==> src/rtl/activation_plan_if.sv <==
// -----------------------------------------------------------------------------
// activation_plan_if
// Handshake bundle for the activation unit.
//   mode      : function select, sampled when a sample is accepted
//   in_valid  : upstream has a sample on in_data
//   in_ready  : unit can take a sample (IDLE only)
//   in_data   : signed fixed-point input sample
//   out_valid : result present on out_data
//   out_ready : downstream takes the result
//   out_data  : signed fixed-point result, same Q format as in_data
//   busy      : unit is working on a sample
// master = sample source / result sink, slave = activation unit.
// -----------------------------------------------------------------------------
interface activation_plan_if #(
    parameter int DATA_W = 16
);
    logic [1:0]               mode;
    logic                     in_valid;
    logic                     in_ready;
    logic signed [DATA_W-1:0] in_data;
    logic                     out_valid;
    logic                     out_ready;
    logic signed [DATA_W-1:0] out_data;
    logic                     busy;

    modport master (
        output mode, in_valid, in_data, out_ready,
        input  in_ready, out_valid, out_data, busy
    );

    modport slave (
        input  mode, in_valid, in_data, out_ready,
        output in_ready, out_valid, out_data, busy
    );
endinterface

==> src/rtl/activation_plan.sv <==
// -----------------------------------------------------------------------------
// activation_plan
// Fixed-point sigmoid / tanh / SiLU using PLAN piecewise-linear segments with
// shift-only slopes. One sample in flight; SiLU finishes with a radix-2
// shift-add multiply of x by sigmoid(x).
// Ports:
//   clk   : rising-edge clock
//   reset : asynchronous, active-low; clears all state
//   bus   : activation_plan_if.slave (mode, in_*, out_*, busy)
// Parameters:
//   DATA_W : sample width (signed), must be >= FRAC_W+4
//   FRAC_W : fractional bits, 1.0 = 2**FRAC_W (FRAC_W >= 5)
// -----------------------------------------------------------------------------
module activation_plan #(
    parameter int DATA_W = 16,
    parameter int FRAC_W = 12
) (
    input  logic              clk,
    input  logic              reset,
    activation_plan_if.slave  bus
);
    localparam int W1    = DATA_W + 1;
    localparam int PW    = 2 * DATA_W;
    localparam int CNT_W = $clog2(DATA_W);
    localparam logic [CNT_W-1:0] LAST = CNT_W'(DATA_W - 1);

    // PLAN breakpoints and offsets, expressed relative to 1.0 so they scale with FRAC_W
    localparam logic signed [W1-1:0] ONE   = W1'(1)  <<< FRAC_W;
    localparam logic signed [W1-1:0] T_SAT = W1'(5)  <<< FRAC_W;        // 5.0
    localparam logic signed [W1-1:0] T_MID = W1'(19) <<< (FRAC_W - 3);  // 2.375
    localparam logic signed [W1-1:0] C_HI  = W1'(27) <<< (FRAC_W - 5);  // 0.84375
    localparam logic signed [W1-1:0] C_MID = W1'(5)  <<< (FRAC_W - 3);  // 0.625
    localparam logic signed [W1-1:0] C_LO  = W1'(1)  <<< (FRAC_W - 1);  // 0.5

    localparam logic signed [DATA_W-1:0] DMAX = {1'b0, {(DATA_W-1){1'b1}}};
    localparam logic signed [DATA_W-1:0] DMIN = {1'b1, {(DATA_W-1){1'b0}}};

    typedef enum logic [2:0] {
        S_IDLE, S_ABS, S_SEG, S_MIRROR, S_MUL, S_OUT
    } state_t;

    state_t state, state_nxt;

    logic signed [DATA_W-1:0] x_r;
    logic [1:0]               mode_r;
    logic                     neg_r;
    logic [DATA_W-1:0]        a_r;
    logic signed [W1-1:0]     y_r;
    logic signed [PW-1:0]     acc_r;
    logic signed [PW-1:0]     mcand_r;
    logic [DATA_W-1:0]        mplier_r;
    logic [CNT_W-1:0]         cnt_r;
    logic signed [DATA_W-1:0] out_r;

    logic signed [DATA_W-1:0] xp;
    logic [DATA_W-1:0]        a_nxt;
    logic signed [W1-1:0]     a_ext;
    logic signed [W1-1:0]     y_nxt;
    logic signed [W1-1:0]     ym;
    logic signed [PW-1:0]     acc_nxt;

    // Clamp a one-bit-wider value back into DATA_W
    function automatic logic signed [DATA_W-1:0] sat_w(input logic signed [W1-1:0] v);
        if (v[W1-1] != v[W1-2])
            return v[W1-1] ? DMIN : DMAX;
        else
            return v[DATA_W-1:0];
    endfunction

    // Magnitude with the most negative code folded onto the largest positive one
    function automatic logic [DATA_W-1:0] abs_sat(input logic signed [DATA_W-1:0] v);
        if (v == DMIN)
            return DMAX;
        else if (v[DATA_W-1])
            return -v;
        else
            return v;
    endfunction

    always_comb begin
        xp      = (mode_r == 2'b01) ? sat_w($signed({x_r, 1'b0})) : x_r;
        a_nxt   = abs_sat(xp);
        a_ext   = $signed({1'b0, a_r});
        if (a_ext >= T_SAT)
            y_nxt = ONE;
        else if (a_ext >= T_MID)
            y_nxt = (a_ext >> 5) + C_HI;
        else if (a_ext >= ONE)
            y_nxt = (a_ext >> 3) + C_MID;
        else
            y_nxt = (a_ext >> 2) + C_LO;
        // x' has the sign of x, so the latched sign selects the mirror
        ym      = neg_r ? (ONE - y_r) : y_r;
        acc_nxt = mplier_r[0] ? (acc_r + mcand_r) : acc_r;
    end

    always_ff @(posedge clk or negedge reset) begin
        if (!reset)
            state <= S_IDLE;
        else
            state <= state_nxt;
    end

    always_comb begin
        state_nxt = state;
        case (state)
            S_IDLE:   if (bus.in_valid) state_nxt = S_ABS;
            S_ABS:    state_nxt = S_SEG;
            S_SEG:    state_nxt = S_MIRROR;
            S_MIRROR: state_nxt = (mode_r == 2'b10) ? S_MUL : S_OUT;
            S_MUL:    if (cnt_r == LAST) state_nxt = S_OUT;
            S_OUT:    if (bus.out_ready) state_nxt = S_IDLE;
            default:  state_nxt = S_IDLE;
        endcase
    end

    always_ff @(posedge clk or negedge reset) begin
        if (!reset) begin
            x_r      <= '0;
            mode_r   <= '0;
            neg_r    <= 1'b0;
            a_r      <= '0;
            y_r      <= '0;
            acc_r    <= '0;
            mcand_r  <= '0;
            mplier_r <= '0;
            cnt_r    <= '0;
            out_r    <= '0;
        end else begin
            case (state)
                S_IDLE: begin
                    if (bus.in_valid) begin
                        x_r    <= bus.in_data;
                        mode_r <= bus.mode;
                        neg_r  <= bus.in_data[DATA_W-1];
                    end
                end
                S_ABS: a_r <= a_nxt;
                S_SEG: y_r <= y_nxt;
                S_MIRROR: begin
                    case (mode_r)
                        2'b01: out_r <= DATA_W'((ym <<< 1) - ONE);
                        2'b10: begin
                            mcand_r  <= {{DATA_W{x_r[DATA_W-1]}}, x_r};
                            mplier_r <= ym[DATA_W-1:0];
                            acc_r    <= '0;
                            cnt_r    <= '0;
                        end
                        default: out_r <= ym[DATA_W-1:0];
                    endcase
                end
                S_MUL: begin
                    acc_r    <= acc_nxt;
                    mcand_r  <= mcand_r <<< 1;
                    mplier_r <= mplier_r >> 1;
                    cnt_r    <= cnt_r + CNT_W'(1);
                    // Dropping the low FRAC_W bits is an arithmetic shift rounding toward -inf
                    if (cnt_r == LAST)
                        out_r <= acc_nxt[FRAC_W +: DATA_W];
                end
                default: ;
            endcase
        end
    end

    // in_ready is gated by reset so it reads 0 while reset is held
    assign bus.in_ready  = reset && (state == S_IDLE);
    assign bus.out_valid = (state == S_OUT);
    assign bus.busy      = (state != S_IDLE);
    assign bus.out_data  = out_r;
endmodule
==> src/flat_wrapper.sv <==
// flat-port wrapper written by rule: the top's interface ports become plain ports
module activation_plan_flat 
#(
    parameter int DATA_W = 16,
    parameter int FRAC_W = 12
)
  (clk, reset, bus_mode, bus_in_valid, bus_in_data, bus_out_ready, bus_in_ready, bus_out_valid, bus_out_data, bus_busy);
  activation_plan_if #(.DATA_W(DATA_W)) bus_i ();
  input  logic clk;
  input  logic reset;
  input wire logic [$bits(bus_i.mode)-1:0] bus_mode;
  input wire logic [$bits(bus_i.in_valid)-1:0] bus_in_valid;
  input wire logic [$bits(bus_i.in_data)-1:0] bus_in_data;
  input wire logic [$bits(bus_i.out_ready)-1:0] bus_out_ready;
  output wire logic [$bits(bus_i.in_ready)-1:0] bus_in_ready;
  output wire logic [$bits(bus_i.out_valid)-1:0] bus_out_valid;
  output wire logic [$bits(bus_i.out_data)-1:0] bus_out_data;
  output wire logic [$bits(bus_i.busy)-1:0] bus_busy;
  assign bus_i.mode = bus_mode;
  assign bus_i.in_valid = bus_in_valid;
  assign bus_i.in_data = bus_in_data;
  assign bus_i.out_ready = bus_out_ready;
  assign bus_in_ready = bus_i.in_ready;
  assign bus_out_valid = bus_i.out_valid;
  assign bus_out_data = bus_i.out_data;
  assign bus_busy = bus_i.busy;
  activation_plan #(.DATA_W(DATA_W), .FRAC_W(FRAC_W)) u_core (.clk(clk), .reset(reset), .bus(bus_i));
endmodule
==> config.mk <==
export PLATFORM = sky130hd
export DESIGN_NAME = activation_plan_flat
export DESIGN_NICKNAME = d
export VERILOG_FILES = /design/src/rtl/activation_plan_if.sv /design/src/rtl/activation_plan.sv /design/src/flat_wrapper.sv
export SDC_FILE = /design/constraint.sdc
export NUM_CORES = 1
export LEC_CHECK = 0
export BUFFER_PORTS_ARGS = -buffer_cell sky130_fd_sc_hd__buf_2
export CORE_ASPECT_RATIO = 0.6
export CORE_MARGIN = 8
export CORE_UTILIZATION = 45
export CTS_BUF_LIST = sky130_fd_sc_hd__clkbuf_2
export DETAILED_ROUTE_END_ITERATION = 6
export GPL_TIMING_DRIVEN = 0
export SLEW_MARGIN = 20
export SYNTH_ARGS = -nofsm -noshare
export SYNTH_HDL_FRONTEND = slang
export SYNTH_SLANG_ARGS = --single-unit
==> constraint.sdc <==
create_clock -name clk -period 6 [get_ports clk]
set_clock_uncertainty 0.05 [all_clocks]
set_input_delay 0.3 -clock clk [delete_from_list [all_inputs] [get_ports clk]]
set_output_delay 0.3 -clock clk [all_outputs]
set_load 0.05 [all_outputs]
==> results of run 1 <==
-- cell families (layout without fill, tap and decap cells) --
family | Yosys count | count (layout) | share of synthesized area [%]
compound gates | 326 | 326 | 23.5
mux | 38 | 38 | 4.45
buf+inv | 83 | 179 | 3.83
simple gates | 345 | 345 | 17.7
flops | 144 | 144 | 39.7
xor+xnor | 48 | 48 | 4.72
fa+ha+maj | 43 | 43 | 6.01
-- power by group through the flow --
| stage | combinational (W) | clock, W | sequential, W |
|---|---|---|---|
| final | 0.00348 | 0.000656 | 0.00184 |
| after global routing | 0.00384 | 0.000715 | 0.00190 |
| after CTS | 0.00345 | 0.000671 | 0.00183 |
| after detailed placement | 0.00341 | 0 | 0.00185 |
| after global placement | 0.00337 | 0 | 0.00184 |
| after floorplan | 0.00245 | 0 | 0.00186 |
-- worst register-to-register path, delay by kind of cell (launching register included) --
family | cells | cell delay, ns
buffers and inverters | 5 | 1.03
AND/OR/NAND/NOR | 5 | 0.96
AO/OA/AOI/OAI | 4 | 0.79
adder cells (fa/ha/maj) | 2 | 0.60
flip-flops | 1 | 0.42
-- sequential cells by signal, summed over array words and instances, names as in the netlist --
name and count:
u_core.state 3, u_core.bus.out_data 16, u_core.mplier_r 16, u_core.mode_r 2, u_core.y_r 15, u_core.acc_r 28, u_core.cnt_r 4, u_core.mcand_r 28
u_core.x_r 15, u_core.a_r 16, u_core.neg_r 1
-- what timing repair did --
item | CTS | global route
endpoints found under the hold margin | 164 | 0
buffers inserted | 0 | 0
hold buffers | 23 | 0
setup endpoints to repair | 0 | 0
-- stage by stage --
| step | cell area, um2 | instances | power (W) |
|---|---|---|---|
| after global routing | 10200 | 1396 | 0.00645 |
| after CTS | 10200 | 1396 | 0.00595 |
| after detailed placement | 9650 | 1341 | 0.00526 |
| after global placement | 9620 | 1340 | 0.00521 |
| after floorplan | 9070 | 1027 | 0.00432 |
| final | 10200 | 1396 | 0.00598 |
-- cells in the final DEF (no fill, tap or decap), drive strengths merged, types with 26 or more instances in the layout --
master / instances
nand2: 164
dfrtp: 144
o21ai: 88
a21oi: 81
nor2: 74
clkbuf: 63
buf: 57
ha: 42
xnor2: 29
a22oi: 27
inv: 26
-- worst max-delay path by stage --
stage               depth (start not counted)             end    startpoint
global placement                            3    bus_in_ready         reset
finish                                     16  u_core.a_r[14]  u_core.neg_r
floorplan                                  17  u_core.a_r[13]  u_core.neg_r
CTS                                        16  u_core.a_r[14]  u_core.neg_r
detailed placement                         16  u_core.a_r[14]  u_core.neg_r
global route                               17   u_core.a_r[3]  u_core.neg_r
-- per-layer routing --
layer  global-route usage [%]  share of wire (%)  vias up
met3                     6.91                9.0       29
met4                     3.73               0.79        2
met1                     35.6                 51     3975
met2                     29.4                 39      311
met5                        0              0.029        -
li1                         -                  -     3879
-- final cells by class --
cell class              instances  area (um2)
clock buffers                  18        90.1
flip-flops and latches        144        3600
well taps                     273         342
clock inverters                14         181
fillers                      1941        9700
repair buffers                 64         485
inverters                      23        86.3
plain buffers                  60         262
multi-input cells             800        5120
==> metrics.yaml, run 1 <==
outcome:
  status: "finished clean"
sta:
  timing.final.crit_share_pct: 65.0
  min_period_ns: 3.90
  max_slew_margin_pct: 21.8
  hold_viol: 0
  rsz0062_at_grt: "false"
  clock.fmax_ghz: 0.257
  whs_ns: 0.212
  tightest_slew_ns: 1.16
  setup_viol: 0
  report.final.slew_viol_count: 0
  setup_slack_ns: 2.10
  setup_tns_ns: 0
clock_network:
  cts-root-buf: "clkbuf_2"
  cts_tree: "yes"
  clkTransAtPathRegs_ns: 0.23
  clock_latency_ns: 0.81
  clkSinkCount: 144
  htree_num_levels: 4
  cts_resized: 0
  numCtsBuffers: 17
  clk_path_buf_depth: 2
floorplan:
  ios: 41
  start_util_pct: 45.7
  fp.coreArea_mm2: 0.0199
  die_x_um: 199
  rows: 40
  dieArea_mm2: 0.0251
  dieHeight_um: 126
critical_path:
  cp_top_family: "buffers and inverters"
  cp_max_fo: 10
  r2r_end: "u_core.a_r[14]"
  slowest_stage: "dfrtp_1"
  cpMostUsedCell: "buf_2"
  reg2reg_depth: 16
  critPathBufInv: 5
  worst_ep_arrival_time_ns: 4.58
  cp.required_ns: 6.69
  r2r_start: "u_core.neg_r"
  crit_type: "reg2reg"
  worstPathCellList: "buf_2 > inv_1 > clkbuf_1 > ha_1 > buf_2 > nor2_1 > buf_2 > nor2_1 > nand2_1 > o21ai_0 > ha_1 > and2_1 > nor4b_4 > a311oi_1 > a211oi_1 > a21o_1"
  critical_path.max_stage_delay_ns: 0.42
  cp-end-kind: "register"
  start_kind: "register"
  rrSetupSlack_ns: 2.10
detailed_routing:
  viasPerCell: 5.87
  drtAntennaViolNets: 0
  route.vias.total: 8196
  post_drt_wl_per_cell_um: 19.9
  routed_wl_um: 27800
  drcViolationCount: 0
  first_pass_iters: 6
  drt_iter0_markers: 839
synthesis:
  yosysTopAreaCell: "dfrtp_1"
  seq_area_frac_synth_pct: 39.7
  synth_area_mm2: 0.00907
  synth_cell_type_count: 83
  synth-main-ff-cell: "dfrtp_1"
  netlist.area_leader.share_pct: 39.7
  yosys_warnings: 0
  synth.most_common_cell: "nand2_1"
  synthCells: 1027
  async_reset_ff_share_pct: 100
  synth_nets: 1092
  synth_seq_cells: 144
  yosys-top-cells-count: "nand2_1, dfrtp_1, a21oi_1, nor2_1, o21ai_0"
  synth-edff-count: 0
  synth_area_leaders: "dfrtp_1, nand2_1, ha_1"
  synth.avg_cell_area_um2: 8.84
place:
  place_ws_ns: 2.22
  gp_congestion: 0.950
  port_buffers: 40
  dp_hpwl_um: 20600
final_layout:
  nets: 1175
  post-route-util_pct: 51.2
  n_antenna_cell: 0
  synthToLayoutAreaGrowth_pct: 12.1
  drive_above_1_share_pct: 11.4
power_and_ir_drop:
  leakagePower_nw: 4.57
  p_clk_share_pct: 11.0
  power_density_mw_per_mm2: 587
  switching_share_pct: 50.9
  internal_power_w: 0.00293
  ir_drop_v: 0.000282
  comb_power_share_pct: 58.3
  pwr-share-seq_pct: 30.8
  switching_power_w: 0.00304
hold_path:
  whs_endpoint: "u_core.neg_r"
  hold_path_depth: 5
  worstHoldStart: "bus_in_valid"
  holdCritPathClass: "in2reg"
grt:
  grt_pass1_wl_um: 44300
  gr-usage-all-layers_pct: 22.6
  grt-ovfl-total: 0
  antenna_found_initial: 1
  grt_pass1_vias: 7739
  grt_max_degree: 69
run:
  max_cap_violations: 0
Note: power is estimated with default switching activity, not from simulation.
==> run 2, diff against run 1 <==
--- a/config.mk
+++ b/config.mk
@@ -5,6 +5,7 @@
 export SDC_FILE = /design/constraint.sdc
 export NUM_CORES = 1
 export LEC_CHECK = 0
+export ABC_AREA = 1
 export BUFFER_PORTS_ARGS = -buffer_cell sky130_fd_sc_hd__buf_2
 export CORE_ASPECT_RATIO = 0.6
 export CORE_MARGIN = 8
==> constraint.sdc (replaced) <==
create_clock -name clk -period 3.6 [get_ports clk]
set_clock_uncertainty 0.05 [all_clocks]
set_input_delay 0.18 -clock clk [delete_from_list [all_inputs] [get_ports clk]]
set_output_delay 0.18 -clock clk [all_outputs]
set_load 0.05 [all_outputs]
==> metrics.yaml, run 2 <==
outcome:
  status: "finished clean"
sta:
  whs_ns: 0.154
  timing.final.crit_share_pct: 88.1
  max_slew_margin_pct: 52.8
  rsz0062_at_grt: "false"
  min_period_ns: 3.17
  setup_tns_ns: 0
  tightest_slew_ns: 0.703
  hold_viol: 0
  report.final.slew_viol_count: 0
  setup_viol: 0
  clock.fmax_ghz: 0.315
synthesis:
  synth_cell_type_count: 55
  synth_nets: 1324
  synth.avg_cell_area_um2: 7.41
  async_reset_ff_share_pct: 100
  synth_top_family_by_area: "simple AND/OR/NAND/NOR gates"
  synth_area_mm2: 0.00933
  yosys_warnings: 0
  synthCells: 1259
  synth-edff-count: 0
  synth_area_leaders: "dfrtp_1, nand2_1, nand3_1"
  yosysTopAreaCell: "dfrtp_1"
  synth_seq_cells: 144
  netlist.area_leader.share_pct: 38.6
  synth.most_common_cell: "nand2_1"
  synthAdderAreaFrac_pct: 5.85
  muxShareOfSynthArea_pct: 1.09
  synth_xor_area_share_pct: 2.72
  synthSimpleGateAreaFrac_pct: 28.4
  synth-compound-area-share_pct: 15.7
  seq_area_frac_synth_pct: 38.6
  yosys-top-cells-count: "nand2_1, dfrtp_1, inv_1, nand3_1, nor2_1"
  synth-main-ff-cell: "dfrtp_1"
place:
  port_buffers: 40
  dpl.cell_count: 1573
  dpl_cell_area_mm2: 0.00991
  dp_hpwl_um: 22300
  gp_congestion: 0.951
final_layout:
  fin_cells: 1629
  drive_above_1_share_pct: 9.59
  n_antenna_cell: 0
  stdcell_area_mm2: 0.0104
  layout_common_cells: "nand2_1, dfrtp_1, inv_1"
  final_common_cell: "nand2_1"
  nets: 1408
  reg_top3: "u_core.acc_r x28, u_core.mcand_r x28"
  synthToLayoutAreaGrowth_pct: 11.3
critical_path:
  cpMostUsedCell: "nor2_2"
  cp-end-kind: "register"
  start_kind: "register"
  cp_max_fo: 10
  crit_type: "reg2reg"
  worst_ep_arrival_time_ns: 3.77
  slowest_stage: "ha_1"
  cp.required_ns: 4.20
  critical_path.max_stage_delay_ns: 0.46
  worstPathCellList: "buf_4 > inv_1 > ha_1 > nor2_2 > nor2_8 > buf_6 > nand2_1 > o21ai_2 > ha_1 > nand3_1 > nor2_2 > nand4_2 > nor2_2 > nor2_4 > buf_6 > a22oi_2"
floorplan:
  rows: 40
  start_util_pct: 46.3
  dieHeight_um: 128
  dieArea_mm2: 0.0257
  fp.coreArea_mm2: 0.0202
  ios: 41
  die_x_um: 202
grt:
  grt_util_met2_pct: 27.1
  gr-usage-all-layers_pct: 22.5
  met1_usage_pct: 38.1
  grt_pass1_vias: 7896
  grt-ovfl-total: 0
  busiest_layer: "met1"
  grt_max_degree: 77
  antenna_found_initial: 0
  grt_pass1_wl_um: 45700
  use_met3_pct: 5.22
clock_network:
  cts-root-buf: "clkbuf_2"
  cts_resized: 0
  numCtsBuffers: 17
  clk_path_buf_depth: 2
  clock_latency_ns: 0.74
  htree_num_levels: 4
  clkSinkCount: 144
  clkTransAtPathRegs_ns: 0.21
  cts_tree: "yes"
power_and_ir_drop:
  ir_drop_v: 0.000490
  leakagePower_nw: 5.21
  p_total_w: 0.00962
  power_density_mw_per_mm2: 927
detailed_routing:
  post_drt_wl_per_cell_um: 17.6
  route.vias.total: 8850
  drcViolationCount: 0
  viasPerCell: 5.43
  drt_iter0_markers: 974
  first_pass_iters: 6
  drtAntennaViolNets: 0
  routed_wl_um: 28600
hold_path:
  holdCritPathClass: "in2reg"
run:
  max_cap_violations: 0
## run 2: cell count changes after synthesis, sizes merged, moves of 11 or more
cell,change
xnor2,-21
clkbuf,-16
o22a,-16
and3,-12
or2,+11
nand3,+83
o221ai,+11
a21oi,-17
nand2,+193
inv,+120
a31oi,-23
mux2i,-19
nor2,+29
## run 2: timing repair
| item | CTS | global route |
|---|---|---|
| hold buffers | 24 | 0 |
| setup buffers | 0 | 0 |
| endpoints found under the hold margin | 164 | 0 |
| setup endpoints to repair | 0 | 0 |
## run 2: cell type report
type / count / area [um2]
fillers: 1991 / 9790
flip-flops and latches: 144 / 3600
clock inverters: 13 / 121
clock buffers: 19 / 95.1
plain buffers: 38 / 169
repair buffers: 65 / 495
well taps: 273 / 342
multi-input cells: 934 / 5020
inverters: 143 / 537
## run 2: logic make-up after synthesis
| group | count (synthesis) |
|---|---|
| XOR/XNOR | 29 |
| flip-flops | 144 |
| buffers and inverters | 181 |
| adder cells (fa/ha/maj) | 43 |
| multiplexers | 9 |
| AND/OR/NAND/NOR | 620 |
| AO/OA/AOI/OAI | 233 |
## run 2: through the flow
stage,setup WS [ns],util (%)
3_5_place_dp,0.478,49.1
3_3_place_gp,0.0941,48.9
5_1_grt,0.179,51.5
4_1_cts,0.439,51.5
2_1_floorplan,1.03,-
6_report,0.430,51.5
## run 2: per-layer routing
layer / up-vias / share of wire, %
met5: - / 0
met4: 0 / 0.71
met3: 19 / 8.7
met2: 327 / 35
met1: 4146 / 56
li1: 4358 / -
## run 2: report_power, final
group          total, W  leakage (nW)  internal (W)  switching (W)
registers       0.00291          1.81       0.00229       0.000620
clock network  0.000914         0.140      0.000313       0.000601
logic           0.00580          3.26       0.00186        0.00393
total           0.00962          5.21       0.00447        0.00515
## run 2: final timing paths
check,from,endpoint,slack [ns],cells past startpoint
worst max-delay path,u_core.neg_r,u_core.a_r[11],0.43,16
worst min-delay path,bus_in_data[3],u_core.x_r[3],0.15,3
worst max register to register,u_core.neg_r,u_core.a_r[11],0.43,16
worst min register to register,u_core.cnt_r[3],u_core.cnt_r[3],0.44,1
max in group asynchronous,reset,u_core.x_r[1],2.64,4
min in group asynchronous,reset,u_core.state[0],0.50,4
## run 2: critical path, delay by kind of cell (launching register included)
family	cells	cell delay, ns
adder cells (fa/ha/maj)	2	0.65
AND/OR/NAND/NOR	8	1.03
AO/OA/AOI/OAI	2	0.26
buffers and inverters	4	0.71
flip-flops	1	0.41
